**src/rtl/ultrasonic_ranger_avg.sv**
```systemverilog
// HC-SR04-class ranging engine: trigger/echo timing at 1 us resolution,
// rolling average over 2^AVG_LOG2 samples, sequential divide to centimetres.
module ultrasonic_ranger_avg #(
    parameter int CLK_HZ     = 100_000_000,
    parameter int TRIG_US    = 10,
    parameter int TIMEOUT_US = 30_000,
    parameter int GAP_US     = 60_000,
    parameter int AVG_LOG2   = 2,
    parameter int CNT_W      = 16
) (
    input  logic        clk,
    input  logic        reset_p,
    input  logic        enable,
    input  logic        echo,
    output logic        trigger,
    output logic [15:0] distance_cm,
    output logic        distance_valid,
    output logic        timeout,
    output logic        no_echo
);
    localparam int DIV    = CLK_HZ / 1_000_000;
    localparam int PW     = (DIV > 1) ? $clog2(DIV) : 1;
    localparam int DEPTH  = 1 << AVG_LOG2;
    localparam int PTR_W  = (AVG_LOG2 > 0) ? AVG_LOG2 : 1;
    localparam int FILL_W = AVG_LOG2 + 1;
    localparam int SUM_W  = CNT_W + AVG_LOG2;
    localparam int DC_W   = $clog2(CNT_W);

    typedef enum logic [2:0] {
        IDLE, TRIG, WAIT_RISE, MEASURE, UPDATE, DIVIDE, DONE, HOLDOFF
    } state_t;

    state_t state, state_nx;

    logic [2:0]        echo_sh;
    logic              rise, fall;
    logic [PW-1:0]     presc;
    logic              tick;
    logic [CNT_W-1:0]  us_cnt, us_inc;
    logic              trig_done, to_hit, gap_done, to_fire;
    logic [CNT_W-1:0]  sample;
    logic [CNT_W-1:0]  ring [DEPTH];
    logic [PTR_W-1:0]  wr_ptr;
    logic [FILL_W-1:0] fill;
    logic              full;
    logic [SUM_W-1:0]  sum, sum_nx, old;
    logic [CNT_W-1:0]  dvd, quo, quo_nx;
    logic [5:0]        rem;
    logic [6:0]        trial, trial_sub;
    logic              q_bit;
    logic [DC_W-1:0]   div_cnt;
    logic              div_last;
    logic [31:0]       quo_ext;

    assign tick      = (presc == PW'(DIV - 1));
    assign us_inc    = (tick && !(&us_cnt)) ? us_cnt + 1'b1 : us_cnt;
    assign trig_done = tick && (us_cnt == CNT_W'(TRIG_US - 1));
    assign to_hit    = tick && (us_cnt == CNT_W'(TIMEOUT_US - 1));
    assign gap_done  = tick && (us_cnt == CNT_W'(GAP_US - 1));

    // Slot wr_ptr holds a live sample only once the ring has wrapped.
    assign full   = (fill == FILL_W'(DEPTH));
    assign old    = full ? SUM_W'(ring[wr_ptr]) : '0;
    assign sum_nx = sum - old + SUM_W'(sample);

    assign trial     = {rem, dvd[CNT_W-1]};
    assign trial_sub = trial - 7'd58;
    assign q_bit     = (trial >= 7'd58);
    assign quo_nx    = {quo[CNT_W-2:0], q_bit};
    assign quo_ext   = 32'(quo_nx);
    assign div_last  = (div_cnt == DC_W'(CNT_W - 1));

    always_comb begin
        state_nx = state;
        trigger  = 1'b0;
        to_fire  = 1'b0;
        case (state)
            IDLE:      if (enable) state_nx = TRIG;
            TRIG: begin
                trigger = 1'b1;
                if (trig_done) state_nx = WAIT_RISE;
            end
            WAIT_RISE: begin
                if (rise) state_nx = MEASURE;
                else if (to_hit) begin
                    to_fire  = 1'b1;
                    state_nx = HOLDOFF;
                end
            end
            MEASURE: begin
                if (fall) state_nx = UPDATE;
                else if (to_hit) begin
                    to_fire  = 1'b1;
                    state_nx = HOLDOFF;
                end
            end
            UPDATE:    state_nx = (fill < FILL_W'(DEPTH - 1)) ? HOLDOFF : DIVIDE;
            DIVIDE:    if (div_last) state_nx = DONE;
            DONE:      state_nx = HOLDOFF;
            HOLDOFF:   if (gap_done) state_nx = IDLE;
            default:   state_nx = IDLE;
        endcase
    end

    always_ff @(posedge clk or posedge reset_p) begin
        if (reset_p) begin
            state   <= IDLE;
            echo_sh <= '0;
            rise    <= 1'b0;
            fall    <= 1'b0;
            presc   <= '0;
            us_cnt  <= '0;
        end else begin
            state   <= state_nx;
            echo_sh <= {echo_sh[1:0], echo};
            rise    <= echo_sh[1] & ~echo_sh[2];
            fall    <= ~echo_sh[1] & echo_sh[2];
            // Timebase restarts on every state entry so intervals are whole us.
            if (state_nx != state) begin
                presc  <= '0;
                us_cnt <= '0;
            end else begin
                presc  <= tick ? '0 : presc + 1'b1;
                us_cnt <= us_inc;
            end
        end
    end

    always_ff @(posedge clk or posedge reset_p) begin
        if (reset_p) begin
            sample         <= '0;
            sum            <= '0;
            fill           <= '0;
            wr_ptr         <= '0;
            dvd            <= '0;
            quo            <= '0;
            rem            <= '0;
            div_cnt        <= '0;
            distance_cm    <= '0;
            distance_valid <= 1'b0;
            timeout        <= 1'b0;
            no_echo        <= 1'b0;
        end else begin
            distance_valid <= 1'b0;
            timeout        <= to_fire;
            if (to_fire) no_echo <= 1'b1;
            // MEASURE is entered one cycle after the rise, so take the
            // count including this cycle to keep rise/fall symmetric.
            if (state == MEASURE && fall) sample <= us_inc;
            if (state == UPDATE) begin
                no_echo <= 1'b0;
                sum     <= sum_nx;
                wr_ptr  <= (wr_ptr == PTR_W'(DEPTH - 1)) ? '0 : wr_ptr + 1'b1;
                if (!full) fill <= fill + 1'b1;
                dvd     <= CNT_W'(sum_nx >> AVG_LOG2);
                quo     <= '0;
                rem     <= '0;
                div_cnt <= '0;
            end
            if (state == DIVIDE) begin
                rem     <= q_bit ? trial_sub[5:0] : trial[5:0];
                quo     <= quo_nx;
                dvd     <= {dvd[CNT_W-2:0], 1'b0};
                div_cnt <= div_cnt + 1'b1;
                if (div_last) begin
                    distance_cm    <= quo_ext[15:0];
                    distance_valid <= 1'b1;
                end
            end
        end
    end

    always_ff @(posedge clk) begin
        if (state == UPDATE) ring[wr_ptr] <= sample;
    end

endmodule
```
**config.mk**
```make
export PLATFORM = sky130hd
export DESIGN_NAME = ultrasonic_ranger_avg
export DESIGN_NICKNAME = d
export VERILOG_FILES = /design/src/rtl/ultrasonic_ranger_avg.sv
export SDC_FILE = /design/constraint.sdc
export NUM_CORES = 1
export LEC_CHECK = 0
export CORE_MARGIN = 1.5
export CORE_UTILIZATION = 54
export DETAILED_ROUTE_END_ITERATION = 12
export GPL_TIMING_DRIVEN = 0
export PLACE_DENSITY_LB_ADDON = 0.1
export SLEW_MARGIN = 40
export SYNTH_ARGS = -nofsm -noshare
export SYNTH_HDL_FRONTEND = slang
export SYNTH_SLANG_ARGS = --single-unit
```
**constraint.sdc**
```tcl
create_clock -name clk -period 5.66 [get_ports clk]
set_input_delay 1.698 -clock clk [delete_from_list [all_inputs] [get_ports clk]]
set_output_delay 1.698 -clock clk [all_outputs]
set_load 0.1 [all_outputs]
```
* Word level (Yosys, flattened, before mapping) *
Memories as Yosys holds them, arrays and structs flattened.
Cells that the tools add are included.

word-level totals
  bits in registers = 130
  RAM bits = 64
  output and inout bits = 20
  word-level logic and storage cells = 96
  memories = 1

cells by class
  add/subtract/negate cells = 8
  $lt $le $gt $ge = 2
  equal/unequal tests = 15
  mux-type cells = 35
  bitwise operators = 5
  reductions and logical operators = 12

memory list
  name  words  width  read ports  clocked after Yosys merged registers in  write ports  line  text
  ring  4      16     1           0                                        1            42    logic [CNT_W-1:0] ring [DEPTH];

operator list
  operator                 count
  $mux W16                 5
  $mux W15                 2
  $pmux W3 S8              1
  $mux W3                  7
  $add A18 B16 Y18         1
  $mux W6                  3
  $sub A18 B16 Y18         1
  $add A16 B1 Y16 const B  1
  $eq A16 B15 Y1 const B   1
  $eq A16 B16 Y1 const B   1
  $eq A16 B4 Y1 const B    1
  $reduce_and A16 Y1       1
  $eq A3 B3 Y1 const B     5
  $mux W7                  2
  $mux W1                  10
  $mux W4                  2
  $add A7 B1 Y7 const B    1
  $eq A7 B7 Y1 const B     1
  $ge A7 B6 Y1 const B     1
  $eq A3 B2 Y1 const B     2
  $sub A6 B6 Y6 const B    1
  $logic_and A1 B1 Y1      5
  $add A4 B1 Y4 const B    1
  $eq A4 B4 Y1 const B     1
  other kinds (14)         20

* Logic depth before layout (Yosys ltp) *
Gate-level depths: netlist of the first run.

  depth in word-level cells = 7
  depth in mapped cells = 16
  depth with buffers taken out = 16

* Least setup slack after synthesis of the first run *
OpenSTA, ideal clock, no wires.

  kind = register to output
  from = register state[0]
  to = output port trigger
  data arrival time = 2.923 ns
  data required time = 3.962 ns
  slack = 1.039 ns
  stages on the path, launching flop included = 4
  path buffers = 1
  cells stage by stage = dfrtp_1 clkbuf_1 clkinv_1 nor3_1

on the way
  word-level cells in the longest chain between the ends = 2

RTL lines
  item                      line  text
  start: declaration        33    state_t state, state_nx;
  start signal: assignment  114   state <= state_nx;
  $eq A3 B1 Y1              77    case (state)
  $mux W1                   77
  end: declaration          15    output logic trigger,

Every way passes these cells.

* Worst setup path in the final report of the first run *
  from = register wr_ptr[0]
  to = register dvd[15]

on the way
  word-level cells in the longest chain between the ends = 6

RTL lines
  item                      line  text
  start: declaration        43    logic [PTR_W-1:0] wr_ptr;
  start signal: assignment  153   wr_ptr <= (wr_ptr == PTR_W'(DEPTH - 1)) ? '0 : wr_ptr + 1'b1;
  $mem_v2 Z4 W16            --
  $mux W16                  63    assign old = full ? SUM_W'(ring[wr_ptr]) : '0;
  $sub A18 B16 Y18          64    assign sum_nx = sum - old + SUM_W'(sample);
  $add A18 B16 Y18          64
  $mux W16                  150   if (state == UPDATE) begin
  $mux W16                  160   if (state == DIVIDE) begin
  end signal: assignment    155   dvd <= CNT_W'(sum_nx >> AVG_LOG2);
  end signal: assignment    163   dvd <= {dvd[CNT_W-2:0], 1'b0};
  end: declaration          47    logic [CNT_W-1:0] dvd, quo, quo_nx;

Every way passes these cells. The select of a mux whose other input is x is not followed.
A chain may end at the register's enable or synchronous reset.

==> results of run 1 <==
[layout make-up]
type	count	area share [%]
clock buffers	20	4.50
clock inverters	12	1.08
repair buffers	24	1.52
inverters	80	2.96
plain buffers	34	1.30
well taps	220	2.65
flip-flops and latches	194	49.8
multi-input cells	537	36.2
[cells in the final DEF (no fill, tap or decap), drive strengths merged, types with 17 or more instances in the layout]
cell type  count
nor2b         26
ha            29
clkbuf        47
a21oi         28
xnor2         21
edfxtp        64
nor2          64
nand3         20
nand2        100
mux2          17
inv           85
dfrtp        130
o21ai         76
buf           28
[metal layers]
layer	share of wire, %	GRT usage [%]	up-vias
met2	47	37.2	178
met3	5.2	4.92	38
met5	0	0	-
met4	3.3	10.1	0
met1	45	32.3	3158
li1	-	-	2997
[sequential cells by signal (all words and copies together), names as in the netlist]
signal / flops
sum: 18
ring: 64
dvd: 16
rem: 6
state: 3
no_echo: 1
timeout: 1
wr_ptr: 2
distance_valid: 1
echo_sh: 3
presc: 7
quo: 15
rise: 1
fill: 3
div_cnt: 4
us_cnt: 16
sample: 16
fall: 1
distance_cm: 16
[per-stage QoR]
step | setup slack, ps | instance area (um2) | instances | utilization, %
5_1_grt | 300 | 10400 | 1121 | 62.0
4_1_cts | 358 | 10400 | 1121 | 62.0
2_1_floorplan | 493 | 9370 | 845 | -
3_3_place_gp | -1250 | 9870 | 1088 | 58.9
6_report | 648 | 10400 | 1121 | 62.0
3_5_place_dp | 371 | 9810 | 1089 | 58.5
[power groups by stage]
stage	clock network (mW)	registers (mW)	logic [mW]
2_1_floorplan	0	1.47	0.0144
4_1_cts	1.20	1.44	0.0255
3_5_place_dp	0	1.47	0.0254
6_report	1.17	1.44	0.0236
5_1_grt	1.24	1.44	0.0280
3_3_place_gp	0	1.47	0.0214
[worst max-delay path, delay by kind of cell (launching register included)]
family	cells	cell delay [ps]
adders and majority gates	2	750
muxes	2	1000
AOI/OAI and AO/OA	3	1090
and+or+nand+nor	2	370
buffers and inverters	4	1280
DFF	1	390
[worst max-delay path by stage]
stage	from	endpoint	slack [ps]	cells past startpoint
after floorplan	reset_p	distance_cm[0]$_DFFE_PP0P_	490	1
after global placement	reset_p	sum[0]$_DFFE_PP0P_	-1250	2
after detailed placement	wr_ptr[0]$_DFFE_PP0P_	dvd[15]$_DFFE_PP0P_	370	13
after CTS	wr_ptr[0]$_DFFE_PP0P_	dvd[15]$_DFFE_PP0P_	360	13
after global routing	wr_ptr[0]$_DFFE_PP0P_	dvd[15]$_DFFE_PP0P_	300	13
final	wr_ptr[0]$_DFFE_PP0P_	dvd[15]$_DFFE_PP0P_	650	13
[cell families after synthesis]
group | after synthesis | synth area share (%)
simple gates | 267 | 13.6
compound gates | 152 | 9.55
mux | 36 | 6.21
flops | 194 | 55.2
fa+ha+maj | 45 | 7.29
buf+inv | 114 | 4.64
xor+xnor | 37 | 3.46
==> metrics, run 1 <==
cell depth of the worst hold path=0; CP Launch Type=flip-flop; final setup fails=0; Slew Viols, Final=0; Crit Reg-Reg Startpoint=wr_ptr[0]$_DFFE_PP0P_; Yosys cell types=57; syn_area_per_cell=11.1 um2; Worst EP arrival=5310 ps; NetSw=around 0.58 mW; clock slew at reported path FFs=70 ps; Hold EP=echo_sh[1]$_DFF_PP0_; Combinational Power Share=0.9%; CTS tree=built; Warnings, synthesis=0; slew margin rel.=43.7%; clock sinks=194; Synth Cell Area=9370 um2; Worst Tran Pin Value=841 ps; Rows=47; # diodes=0; share of the synthesized area in the top cell type=about a third; vias in the first global route=6,602; Critical Path RT=between 5000 and 6000 ps; layout cells sized above 1=11.3%; largest cells by area after synthesis=dfrtp_1 (35%), edfxtp_1 (21%), o21ai_0 (4.1%); area of the multi-input gates=between 3000 and 4000 um2; sequential power share=54.7%; worst min-delay path startpoint=echo_sh[0]$_DFF_PP0_; sw frac=a little over a fifth; cells after synthesis=845; Top cell by count, worst path=clkbuf_1; Remaining DRCs=0; Layout area overhead=11.0%; Clk Latency, worst-skew pair=around 430 ps; dpl hpwl=14,400 um; final setup TNS=0 ps; Post-synth top cells=dfrtp_1 (130), nand2_1 (100), inv_1 (79); worst-path cell chain=clkbuf_1 > clkbuf_2 > mux4_2 > nor2b_1 > fa_1 > inv_1 > ha_1 > clkbuf_1 > nand4_1 > a211oi_1 > mux2_2 > o21ai_0 > o211ai_1; reg-to-reg critical path endpoint=dvd[15]$_DFFE_PP0P_; Max Freq=~0.20 GHz; worst hold path class=reg2reg; Die H=approximately 130 um; RSZ-0062 raised after global routing=false; Setup Fix Bufs, Post-CTS=0; R2R cell count=13; Root Buffer=clkbuf_16; CTS Buf Count=17; Critical Path Fanout Max=10; vias per cell=5.68; register bit total from synthesis=194; Final Hold Fails=0; largest net degree at the start of global routing=79; P_int=2.06 mW; CORE AREA=between 15,000 and 20,000 um2; reg2reg setup slack=approximately 650 ps; Setup CP Type=reg2reg; sequential cell area=5170 um2; first-pass GRT wire length=33,000 um; number of port buffers=23; post-route clock skew=10.7 ps; Antenna Nets Post-Route=0; Iter 0 DRT Violations=498; fin crit period=about 5000 ps; Worst path max stage delay=680 ps; GRT Total Usage=23.7%; sequential share of the synthesized area=55.2%; P_leak=around 4.2 nW; period utilization=88.5%; RD Place Congestion=0.904; Layout Nets=937; Worst setup EP type=flip-flop; slowest CP cell=a211oi_1; # IOs=24; Starting Density=roughly 56%; die width=135 um; peak supply drop=0.204 mV; fill count=1,373; power density cells=254 nW/um2; leading area contributor after synthesis=dfrtp_1; Die Area=~18,000 um2; antenna violations before repair=0; drt first pass iters=5; top_reg_cell synth=dfrtp_1; hold_buf cts=0; Hold WS=approximately 350 ps; clock power share=44.4%; CTS resizes=0; H-tree depth=4; DR vias=6,371; clock buffer depth=2; Post-synth EDFFs=64; final wirelength=19,800 um; top-count cell post-synth=dfrtp_1; syn_nets=894; Max Cap Violations=0; Synth async-reset ratio=around 67%; DR WL/cell=17.6 um; Tot Pwr=2.64 mW; GRT Residual Overflow=0; outcome=completed
No activity file was read; power rests on OpenSTA's default activity.
==> run 2: changes to the inputs <==
--- a/config.mk
+++ b/config.mk
@@ -5,6 +5,7 @@
 export SDC_FILE = /design/constraint.sdc
 export NUM_CORES = 1
 export LEC_CHECK = 0
+export CAP_MARGIN = 0
 export CORE_MARGIN = 1.5
 export CORE_UTILIZATION = 54
 export DETAILED_ROUTE_END_ITERATION = 12
==> results of run 2 <==
The final DEF is identical to that of run 1; final timing and power are the same.
